`src/rtl/fp_add_sequencer.sv`:
```
// -----------------------------------------------------------------------------
// fp_add_sequencer
//
// Multi-cycle single-precision floating-point adder. Operands are unpacked and
// ordered by magnitude, the smaller significand is aligned one bit per cycle,
// the significands are added or subtracted, and the result is normalised one
// bit per cycle before being packed. Latency is traded for area: no barrel
// shifters, no leading-zero counter.
//
// Rounding is truncation (round toward zero). Denormal inputs are flushed to
// zero. An exponent overflow saturates to infinity and raises overflow.
//
// Ports:
//   clk        rising-edge clock
//   rst        asynchronous, active-high reset
//   in_valid   operands a/b present
//   in_ready   sequencer can accept operands (high only in idle)
//   a, b       packed operands {sign, exponent, fraction}
//   out_valid  sum/overflow valid, held until out_ready
//   out_ready  consumer accepts result
//   sum        packed result
//   overflow   result saturated to infinity (meaningful while out_valid=1)
//   busy       an operation is in flight
// -----------------------------------------------------------------------------
module fp_add_sequencer #(
    parameter int unsigned EXP_W = 8,
    parameter int unsigned MAN_W = 23
) (
    input  logic                   clk,
    input  logic                   rst,
    input  logic                   in_valid,
    output logic                   in_ready,
    input  logic [EXP_W+MAN_W:0]   a,
    input  logic [EXP_W+MAN_W:0]   b,
    output logic                   out_valid,
    input  logic                   out_ready,
    output logic [EXP_W+MAN_W:0]   sum,
    output logic                   overflow,
    output logic                   busy
);

    localparam int unsigned WORD_W = 1 + EXP_W + MAN_W;
    localparam int unsigned SIG_W  = MAN_W + 1;  // hidden bit + fraction
    localparam int unsigned ACC_W  = MAN_W + 2;  // carry + hidden bit + fraction

    localparam logic [EXP_W-1:0] EXP_ONES    = {EXP_W{1'b1}};
    localparam logic [EXP_W-1:0] EXP_ONE     = EXP_W'(1);
    // Beyond this distance every bit of the smaller significand is shifted out.
    localparam logic [EXP_W-1:0] SHAMT_LIMIT = EXP_W'(MAN_W + 1);

    typedef enum logic [2:0] {
        StIdle,
        StAlign,
        StAdd,
        StNorm,
        StDone
    } state_e;

    state_e             state_q;
    logic               sign_q;      // result sign, taken from the larger operand
    logic               sub_q;       // operand signs differ
    logic [EXP_W-1:0]   exp_q;       // working exponent
    logic [EXP_W-1:0]   shamt_q;     // remaining alignment steps
    logic [SIG_W-1:0]   x_sig_q;     // larger-magnitude significand
    logic [SIG_W-1:0]   y_sig_q;     // smaller-magnitude significand, being aligned
    logic [ACC_W-1:0]   r_q;         // add/sub result, being normalised

    // -------------------------------------------------------------------------
    // Operand unpack and magnitude ordering (used only on acceptance)
    // -------------------------------------------------------------------------
    logic               a_sign, b_sign;
    logic [EXP_W-1:0]   a_exp,  b_exp;
    logic [SIG_W-1:0]   a_sig,  b_sig;
    logic               a_is_x;
    logic               x_sign, y_sign;
    logic [EXP_W-1:0]   x_exp,  y_exp;
    logic [SIG_W-1:0]   x_sig,  y_sig;
    logic [EXP_W-1:0]   shamt_in;

    always_comb begin
        a_sign = a[WORD_W-1];
        a_exp  = a[MAN_W +: EXP_W];
        // A zero exponent field means zero; any fraction bits are flushed.
        a_sig  = (a_exp == '0) ? '0 : {1'b1, a[MAN_W-1:0]};

        b_sign = b[WORD_W-1];
        b_exp  = b[MAN_W +: EXP_W];
        b_sig  = (b_exp == '0) ? '0 : {1'b1, b[MAN_W-1:0]};

        // Ties keep a as X, so the subtraction below never goes negative.
        a_is_x = (a_exp > b_exp) || ((a_exp == b_exp) && (a_sig >= b_sig));

        if (a_is_x) begin
            x_sign = a_sign;
            x_exp  = a_exp;
            x_sig  = a_sig;
            y_sign = b_sign;
            y_exp  = b_exp;
            y_sig  = b_sig;
        end else begin
            x_sign = b_sign;
            x_exp  = b_exp;
            x_sig  = b_sig;
            y_sign = a_sign;
            y_exp  = a_exp;
            y_sig  = a_sig;
        end

        shamt_in = x_exp - y_exp;
    end

    // -------------------------------------------------------------------------
    // Normalisation helpers
    // -------------------------------------------------------------------------
    logic [EXP_W-1:0] exp_inc;
    logic             r_carry;
    logic             r_hidden;
    logic             r_zero;

    always_comb begin
        exp_inc  = exp_q + EXP_ONE;
        r_carry  = r_q[ACC_W-1];
        r_hidden = r_q[MAN_W];
        r_zero   = (r_q == '0);
    end

    // -------------------------------------------------------------------------
    // Sequencer: state, datapath and registered outputs
    // -------------------------------------------------------------------------
    always_ff @(posedge clk or posedge rst) begin
        if (rst) begin
            state_q   <= StIdle;
            sign_q    <= 1'b0;
            sub_q     <= 1'b0;
            exp_q     <= '0;
            shamt_q   <= '0;
            x_sig_q   <= '0;
            y_sig_q   <= '0;
            r_q       <= '0;
            in_ready  <= 1'b1;
            out_valid <= 1'b0;
            sum       <= '0;
            overflow  <= 1'b0;
            busy      <= 1'b0;
        end else begin
            case (state_q)
                StIdle: begin
                    if (in_valid) begin
                        sign_q   <= x_sign;
                        sub_q    <= x_sign ^ y_sign;
                        exp_q    <= x_exp;
                        x_sig_q  <= x_sig;
                        in_ready <= 1'b0;
                        busy     <= 1'b1;
                        if (shamt_in == '0) begin
                            y_sig_q <= y_sig;
                            shamt_q <= '0;
                            state_q <= StAdd;
                        end else if (shamt_in > SHAMT_LIMIT) begin
                            // Y cannot touch the result; skip alignment entirely.
                            y_sig_q <= '0;
                            shamt_q <= '0;
                            state_q <= StAdd;
                        end else begin
                            y_sig_q <= y_sig;
                            shamt_q <= shamt_in;
                            state_q <= StAlign;
                        end
                    end
                end

                StAlign: begin
                    // Shifted-out bits are dropped: truncating alignment.
                    y_sig_q <= y_sig_q >> 1;
                    shamt_q <= shamt_q - EXP_ONE;
                    if (shamt_q == EXP_ONE) begin
                        state_q <= StAdd;
                    end
                end

                StAdd: begin
                    if (sub_q) begin
                        r_q <= {1'b0, x_sig_q} - {1'b0, y_sig_q};
                    end else begin
                        r_q <= {1'b0, x_sig_q} + {1'b0, y_sig_q};
                    end
                    state_q <= StNorm;
                end

                StNorm: begin
                    if (r_carry) begin
                        // Carry out: one right shift always restores the hidden bit.
                        if (exp_inc == EXP_ONES) begin
                            sum      <= {sign_q, EXP_ONES, {MAN_W{1'b0}}};
                            overflow <= 1'b1;
                        end else begin
                            sum      <= {sign_q, exp_inc, r_q[MAN_W:1]};
                            overflow <= 1'b0;
                        end
                        out_valid <= 1'b1;
                        state_q   <= StDone;
                    end else if (r_zero) begin
                        // Exact cancellation gives +0 regardless of operand signs.
                        sum       <= '0;
                        overflow  <= 1'b0;
                        out_valid <= 1'b1;
                        state_q   <= StDone;
                    end else if (r_hidden) begin
                        sum       <= {sign_q, exp_q, r_q[MAN_W-1:0]};
                        overflow  <= 1'b0;
                        out_valid <= 1'b1;
                        state_q   <= StDone;
                    end else if (exp_q <= EXP_ONE) begin
                        // Would underflow into the denormal range: flush to +0.
                        sum       <= '0;
                        overflow  <= 1'b0;
                        out_valid <= 1'b1;
                        state_q   <= StDone;
                    end else begin
                        r_q   <= r_q << 1;
                        exp_q <= exp_q - EXP_ONE;
                    end
                end

                StDone: begin
                    if (out_ready) begin
                        out_valid <= 1'b0;
                        in_ready  <= 1'b1;
                        busy      <= 1'b0;
                        state_q   <= StIdle;
                    end
                end

                default: begin
                    state_q   <= StIdle;
                    in_ready  <= 1'b1;
                    out_valid <= 1'b0;
                    busy      <= 1'b0;
                end
            endcase
        end
    end

endmodule

```
`config.mk`:
```
export PLATFORM = sky130hd
export DESIGN_NAME = fp_add_sequencer
export DESIGN_NICKNAME = d
export VERILOG_FILES = /design/src/rtl/fp_add_sequencer.sv
export SDC_FILE = /design/constraint.sdc
export NUM_CORES = 1
export LEC_CHECK = 0
export ABC_CLOCK_PERIOD_IN_PS = 5700
export CORE_ASPECT_RATIO = 1.5
export CORE_UTILIZATION = 45
export CTS_BUF_LIST = sky130_fd_sc_hd__clkbuf_16
export DETAILED_ROUTE_END_ITERATION = 8
export PLACE_DENSITY = 0.71
export SLEW_MARGIN = 20
export SYNTH_ARGS = -nofsm -noshare
export SYNTH_HDL_FRONTEND = slang
export SYNTH_SLANG_ARGS = --single-unit
```
`constraint.sdc`:
```
create_clock -name clk -period 5.7 [get_ports clk]
set_input_delay 1.425 -clock clk [delete_from_list [all_inputs] [get_ports clk]]
set_output_delay 1.425 -clock clk [all_outputs]
set_load 0.01 [all_outputs]
```
# Word-level counts from Yosys, hierarchy flattened
# Cells that the tools add are included.
# totals
latchBits,0
out_inout_bits,36
ff_bits,130
n_memories,0
word_cells,124
rom_bits,0
input_bits,68
ramBits,0
# op_classes
addsub,6
n_lt_le_gt_ge,4
bitwise_logic,3
mul,0
eq_ne,15
n_mux,59
n_reduce_logical,22
shift,0
n_div,0
# op_table
op,n
24-bit 2-to-1 mux,10
32-bit 2-to-1 mux,4
8-bit 2-to-1 mux,10
25-bit 2-to-1 mux,2
25-bit one-hot mux with 2 select lines,1
24-bit one-hot mux with 2 select lines,1
8-bit one-hot mux with 2 select lines,2
31-bit 2-to-1 mux,1
24-bit by 24-bit adder with 25-bit output,1
25-bit logical NOT,1
24-bit by 24-bit subtractor with 25-bit output,1
24-bit greater-or-equal comparator,1
8-bit logical NOT,3
3-bit 2-to-1 mux,7
8-bit by 1-bit subtractor with 8-bit output (second input constant),2
1-bit 2-to-1 mux,15
3-bit one-hot mux with 5 select lines,1
2-bit inequality test (second input constant),7
1-bit one-hot mux with 3 select lines,3
3-bit AND reduction,3
8-bit by 1-bit adder with 8-bit output (second input constant),1
8-bit by 1-bit equality test with 1-bit output (second input constant),1
8-bit equality test,1
8-bit equality test (second input constant),1
21 further kinds,29

# Logic depth before layout (Yosys ltp)
# logic_depth
depth_word,12
depth_mapped,22
depth_no_buf,19

# Least setup slack after synthesis
# No wires, ideal clock.
# synth_timing
path_kind,input port to flip-flop
from,input port a[23]
to,register state_q[1]
t_arrival_ps,5586
n_path_buf,3
slack_ps,-16
t_required_ps,5571
path_stages,21
setup_time_ps,129
cell_sequence,nor4_1 nand2_1 clkbuf_1 and2_1 ha_1 nand4_1 nor4_1 nand2_1 o211ai_2 and2_1 buf_6 a22oi_1 ha_1 inv_1 o221ai_1 a31o_2 a221oi_1 xnor2_1 or3_1 clkbuf_1 o41a_1
# synth_between
elab_chain_cells,12
word_cells_on_any_way,16
classes_between,add/sub: 1; order compare: 3; eq/ne: 1; mux: 7; reduce/logical: 4
# synth_lines
item,line,rtl
from (decl),33,"input logic [EXP_W+MAN_W:0] a,"
8-bit logical NOT,84,"a_sig = (a_exp == '0) ? '0 : {1'b1, a[MAN_W-1:0]};"
24-bit 2-to-1 mux,84,
24-bit greater-or-equal comparator,91,a_is_x = (a_exp > b_exp) || ((a_exp == b_exp) && (a_sig >= b_sig));
1-bit logical AND,91,
1-bit logical OR,91,
8-bit 2-to-1 mux,93,if (a_is_x) begin
8-bit subtractor (*),109,shamt_in = x_exp - y_exp;
8-bit by 5-bit greater-than comparator with 1-bit output,159,end else if (shamt_in > SHAMT_LIMIT) begin
2-bit 2-to-1 mux,159,
2-bit 2-to-1 mux (*),155,if (shamt_in == '0) begin
3-bit 2-to-1 mux (*),148,if (in_valid) begin
3-bit one-hot mux with 5 select lines (*),146,case (state_q)
to (signal assigned),158,state_q <= StAdd;
to (signal assigned),163,state_q <= StAdd;
to (signal assigned),167,state_q <= StAlign;
to (decl),59,state_e state_q;
# Mark *: on every way between the ends. The rest lies on a longest branch, timed or not. The select of a mux whose other input is x is not followed.
# A chain may end at the register's enable or synchronous reset.

# Worst setup path in the final report
# layout_timing
from,input port b[24]
to,register y_sig_q[8]
# layout_between
elab_chain_cells,12
word_cells_on_any_way,17
classes_between,add/sub: 1; order compare: 3; eq/ne: 1; mux: 8; reduce/logical: 4
# layout_lines
item,line,rtl
from (decl),34,"input logic [EXP_W+MAN_W:0] b,"
8-bit logical NOT,88,"b_sig = (b_exp == '0) ? '0 : {1'b1, b[MAN_W-1:0]};"
24-bit 2-to-1 mux,88,
24-bit greater-or-equal comparator,91,
1-bit logical AND,91,
1-bit logical OR,91,
8-bit 2-to-1 mux,93,
8-bit subtractor,109,
8-bit by 5-bit greater-than comparator with 1-bit output,159,
24-bit 2-to-1 mux,159,
24-bit 2-to-1 mux (*),155,
24-bit 2-to-1 mux (*),148,
24-bit one-hot mux with 2 select lines (*),146,
to (signal assigned),156,y_sig_q <= y_sig;
to (signal assigned),165,y_sig_q <= y_sig;
to (signal assigned),174,y_sig_q <= y_sig_q >> 1;
to (decl),65,logic [SIG_W-1:0] y_sig_q;
# Marked as above.

==> impl_results.html <==
<table>
<tr><th>Metric</th><th>Value</th></tr>
<tr><th colspan="2">Synth</th></tr>
<tr><td>Syn Inst Count</td><td>1182</td></tr>
<tr><td>Total standard cell area after synthesis</td><td>9510 µm²</td></tr>
<tr><td>Library cell occupying the most area in the post-synthesis netlist</td><td>dfrtp_1</td></tr>
<tr><td>Mapped Nets</td><td>1315</td></tr>
<tr><td>EDFF count, synth</td><td>0</td></tr>
<tr><td>Count of unique library cells instantiated by Yosys</td><td>63</td></tr>
<tr><td>Top_reg_cell synth</td><td>dfrtp_1</td></tr>
<tr><td>Largest cells by area after synthesis</td><td>dfrtp_1 (34%), ha_1 (8.4%), a21oi_1 (5.7%)</td></tr>
<tr><td>Warning count from the yosys run</td><td>0</td></tr>
<tr><td>Avg Inst Size Synth</td><td>8.04 µm²</td></tr>
<tr><td>Top cell type's share of synthesized area</td><td>34.0%</td></tr>
<tr><td>Flops &amp; latches, synth</td><td>130</td></tr>
<tr><td>Fraction of synthesis flops using an asynchronous set or reset pin</td><td>100%</td></tr>
<tr><td>Part of the Yosys area used for sequential elements</td><td>34.2%</td></tr>
<tr><th colspan="2">Final layout</th></tr>
<tr><td>Antenna diode count</td><td>0</td></tr>
<tr><td>Final net count</td><td>1485</td></tr>
<tr><td>Ratio of cells with drive above 1 in the final layout</td><td>16.2%</td></tr>
<tr><td>Layout area overhead</td><td>31.6%</td></tr>
<tr><td>Number of standard cells in the final layout excluding fillers</td><td>1628</td></tr>
<tr><td>Final Cell Area</td><td>12500 µm²</td></tr>
<tr><th colspan="2">Floorplanning</th></tr>
<tr><td>Y dimension of the die</td><td>180 µm</td></tr>
<tr><td>Area of the placeable core</td><td>20600 µm²</td></tr>
<tr><td>Die area</td><td>21700 µm²</td></tr>
<tr><td>Die Width</td><td>121 µm</td></tr>
<tr><td>Count of standard-cell rows</td><td>64</td></tr>
<tr><td>I/O pin count</td><td>104</td></tr>
<tr><td>Initial core utilization</td><td>46.2%</td></tr>
<tr><th colspan="2">Clocking</th></tr>
<tr><td>CTS tree</td><td>yes</td></tr>
<tr><td>H-tree level count</td><td>4</td></tr>
<tr><td>TritonCTS Buffers</td><td>17</td></tr>
<tr><td>CTS root buffer</td><td>clkbuf_16</td></tr>
<tr><td>CTS clock-pin slew for the worst setup and hold paths</td><td>0.06 ns</td></tr>
<tr><td>Number of buffers inserted by hold repair at cts</td><td>0</td></tr>
<tr><td>Clk_lat worst skew</td><td>0.43 ns</td></tr>
<tr><td>Sink Count</td><td>130</td></tr>
<tr><td>CTS max path bufs</td><td>2</td></tr>
<tr><th colspan="2">Drt</th></tr>
<tr><td>Initial DRC Count</td><td>509</td></tr>
<tr><td>Router iterations before antenna repair</td><td>5</td></tr>
<tr><td>Routed length per placed instance</td><td>16.6 µm</td></tr>
<tr><td>Total routed wirelength</td><td>27100 µm</td></tr>
<tr><td>Post-DR vias/cell</td><td>5.70</td></tr>
<tr><td>DRC violation count after routing</td><td>0</td></tr>
<tr><td>Number of nets with antenna violations after routing</td><td>0</td></tr>
<tr><td>Overall via count from detail_route</td><td>9281</td></tr>
<tr><th colspan="2">Power</th></tr>
<tr><td>Total Power Consumption</td><td>9200 µW</td></tr>
<tr><td>Peak supply drop</td><td>0.405 mV</td></tr>
<tr><td>Ratio of total power to cell area</td><td>736 nW/µm²</td></tr>
<tr><td>Leakage dissipation</td><td>0.00548 µW</td></tr>
<tr><th colspan="2">GRT</th></tr>
<tr><td>Routing layer with the top usage in global route</td><td>met2</td></tr>
<tr><td>Met2 GRT Util</td><td>42.2%</td></tr>
<tr><td>Number of antenna violations at the first check in global routing</td><td>0</td></tr>
<tr><td>Fraction of met3 tracks used by global routing</td><td>2.98%</td></tr>
<tr><td>Overall track demand over capacity in global routing</td><td>24.8%</td></tr>
<tr><td>Met1 track demand over resource in global routing</td><td>32.0%</td></tr>
<tr><td>Number of global-route vias before repair</td><td>8856</td></tr>
<tr><td>Residual overflow from global routing</td><td>0</td></tr>
<tr><td>Largest net degree at the start of global routing</td><td>79</td></tr>
<tr><td>Wire length of the first global-routing pass</td><td>43400 µm</td></tr>
<tr><th colspan="2">Timing</th></tr>
<tr><td>Minimum clock period</td><td>5.57 ns</td></tr>
<tr><td>Maximum achievable frequency</td><td>179 MHz</td></tr>
<tr><td>Count of endpoints failing hold in the final timing report</td><td>0</td></tr>
<tr><td>Max-slew violations</td><td>0</td></tr>
<tr><td>Final clock skew</td><td>0.0127 ns</td></tr>
<tr><td>Final clock period utilization by the worst path</td><td>97.8%</td></tr>
<tr><td>Worst slew slack as a fraction of its limit</td><td>32.7%</td></tr>
<tr><td>Final setup viols</td><td>0</td></tr>
<tr><td>Worst hold slack after final layout</td><td>0.468 ns</td></tr>
<tr><td>Total negative slack for setup checks</td><td>0 ns</td></tr>
<tr><td>Actual slew at the worst max-slew pin</td><td>1.01 ns</td></tr>
<tr><th colspan="2">Run</th></tr>
<tr><td>Number of violations of the max-capacitance limit</td><td>0</td></tr>
<tr><th colspan="2">Critical path</th></tr>
<tr><td>Max Fanout on Critical Path</td><td>11</td></tr>
<tr><td>Category of the worst setup path launch point</td><td>input port</td></tr>
<tr><td>Critical Path Sink Type</td><td>register</td></tr>
<tr><td>Worst endpoint data arrival time</td><td>5.92 ns</td></tr>
<tr><td>Critical Path RT</td><td>6.05 ns</td></tr>
<tr><td>Setup slack of the most critical reg-to-reg path</td><td>0.80 ns</td></tr>
<tr><td>Crit Path Category</td><td>in -&gt; reg</td></tr>
<tr><th colspan="2">Hold path</th></tr>
<tr><td>Class of the tightest hold or removal check</td><td>reg -&gt; reg</td></tr>
<tr><th colspan="2">Placed design</th></tr>
<tr><td>Number of port buffers</td><td>103</td></tr>
<tr><td>Area after DPL</td><td>11500 µm²</td></tr>
<tr><td>DP Cell Count</td><td>1586</td></tr>
<tr><td>Placer congestion estimate</td><td>0.920</td></tr>
<tr><td>Detailed placement HPWL</td><td>19300 µm</td></tr>
<tr><th colspan="2">Outcome</th></tr>
<tr><td>Status</td><td>finished clean</td></tr>
</table>
## state kept, by name, summed over array words and instances, names as in the netlist
name	flops
busy	1
sub_q	1
y_sig_q	24
out_valid	1
state_q	3
shamt_q	8
overflow	1
sum	32
in_ready	1
sign_q	1
exp_q	8
x_sig_q	24
r_q	25
## where the power goes
group / switching (µW) / leakage, µW / internal [µW]
logic: 3400 / 0.00362 / 2860
clock network: 430 / 0.000276 / 638
registers: 510 / 0.00159 / 1360
## synth_stat cells, types with 8 or more instances
library cell	count
clkbuf_1	65
nor2_1	124
or4_1	8
nor3_1	26
ha_1	64
a22oi_1	67
nand2_1	143
o21ai_2	20
nand3_1	37
a21o_1	12
o22ai_1	9
a21oi_1	109
o21ai_0	78
xnor2_1	42
and2_1	29
nor2b_1	13
nand2b_1	13
inv_1	34
xor2_1	10
dfrtp_1	129
a31oi_1	28
nor4_1	15
## layer usage
layer	vias to the layer above	wire length, µm
li1	4620	-
met1	4368	11500
met2	239	13900
met3	54	983
met4	0	769
met5	-	0
## final timing paths
check | start | to | depth (start not counted)
worst max-delay path | b[24] | y_sig_q[8] | 23
worst min-delay path | in_ready | in_ready | 2
worst max register to register | y_sig_q[4] | r_q[24] | 18
worst min register to register | in_ready | in_ready | 2
max in group asynchronous | rst | in_ready | 3
min in group asynchronous | rst | x_sig_q[23] | 2
## cells in the final DEF, fill, tap and decap left out, types with 5 or more instances in the layout
master,n
ha_1,59
nand4_1,6
nor3_1,26
nand2_1,137
nand2b_1,13
nor4_1,9
a211oi_1,6
nor3b_1,5
or3_1,6
o21ai_0,74
and2_1,27
a31oi_1,27
o22ai_1,9
xnor2_1,41
or4_1,7
nand2_2,6
a22oi_1,65
dlymetal6s2s_1,14
clkinv_4,5
clkbuf_16,23
nor2b_1,12
mux2i_1,7
nand3_1,36
o211ai_1,5
o21ai_2,21
nor2_1,123
dfrtp_1,129
clkdlybuf4s50_1,89
inv_1,33
a21o_1,12
buf_12,5
buf_4,109
o31ai_1,7
a21oi_1,105
xor2_1,10
## kinds of logic after synthesis
logic type | synth area share, %
flip-flops | 34.2
AND/OR/NAND/NOR | 21.1
buffers and inverters | 4.58
AO/OA/AOI/OAI | 25.5
adder cells (fa/ha/maj) | 8.64
XOR/XNOR | 4.79
multiplexers | 1.21
## worst max-delay path, stage by stage
cell and delay, ns:
clkdlybuf4s50_1 0.46, nor4_4 0.18, nand2_2 0.18, buf_12 0.18
clkbuf_16 0.16, nand2_1 0.13, ha_4 0.15, nand4_1 0.17
nor4_4 0.28, nand2_1 0.13, o211ai_4 0.23, and2_4 0.21
a22oi_2 0.07, ha_2 0.18, inv_1 0.04, o221ai_1 0.12
buf_4 0.18, xnor2_2 0.17, nand3_1 0.11, and3_4 0.20
or4_4 0.61, clkbuf_16 0.21, o21ai_2 0.13
## per-stage QoR
stage / setup WS [ns] / util [%]
3_5_place_dp: -0.565 / 55.8
6_report: 0.128 / 60.8
2_1_floorplan: 0.0541 / -
3_3_place_gp: -0.450 / 55.8
4_1_cts: 0.0155 / 58.6
5_1_grt: -0.0389 / 60.8
## cell type report
class / count / area (µm²)
fill: 1807 / 8070
multi-input combinational: 943 / 6050
sequential: 130 / 3250
timing repair buffer: 226 / 2170
clock buffer: 17 / 425
tap: 264 / 330
clock inverter: 14 / 143
inverter: 34 / 130
## what timing repair did
item / CTS / global route
pin swaps: 1 / 22
setup endpoints to repair: 23 / 31
gates cloned: 0 / 7
setup buffers: 0 / 4
gates resized for setup: 4 / 49
(Power assumes the default switching activity.)
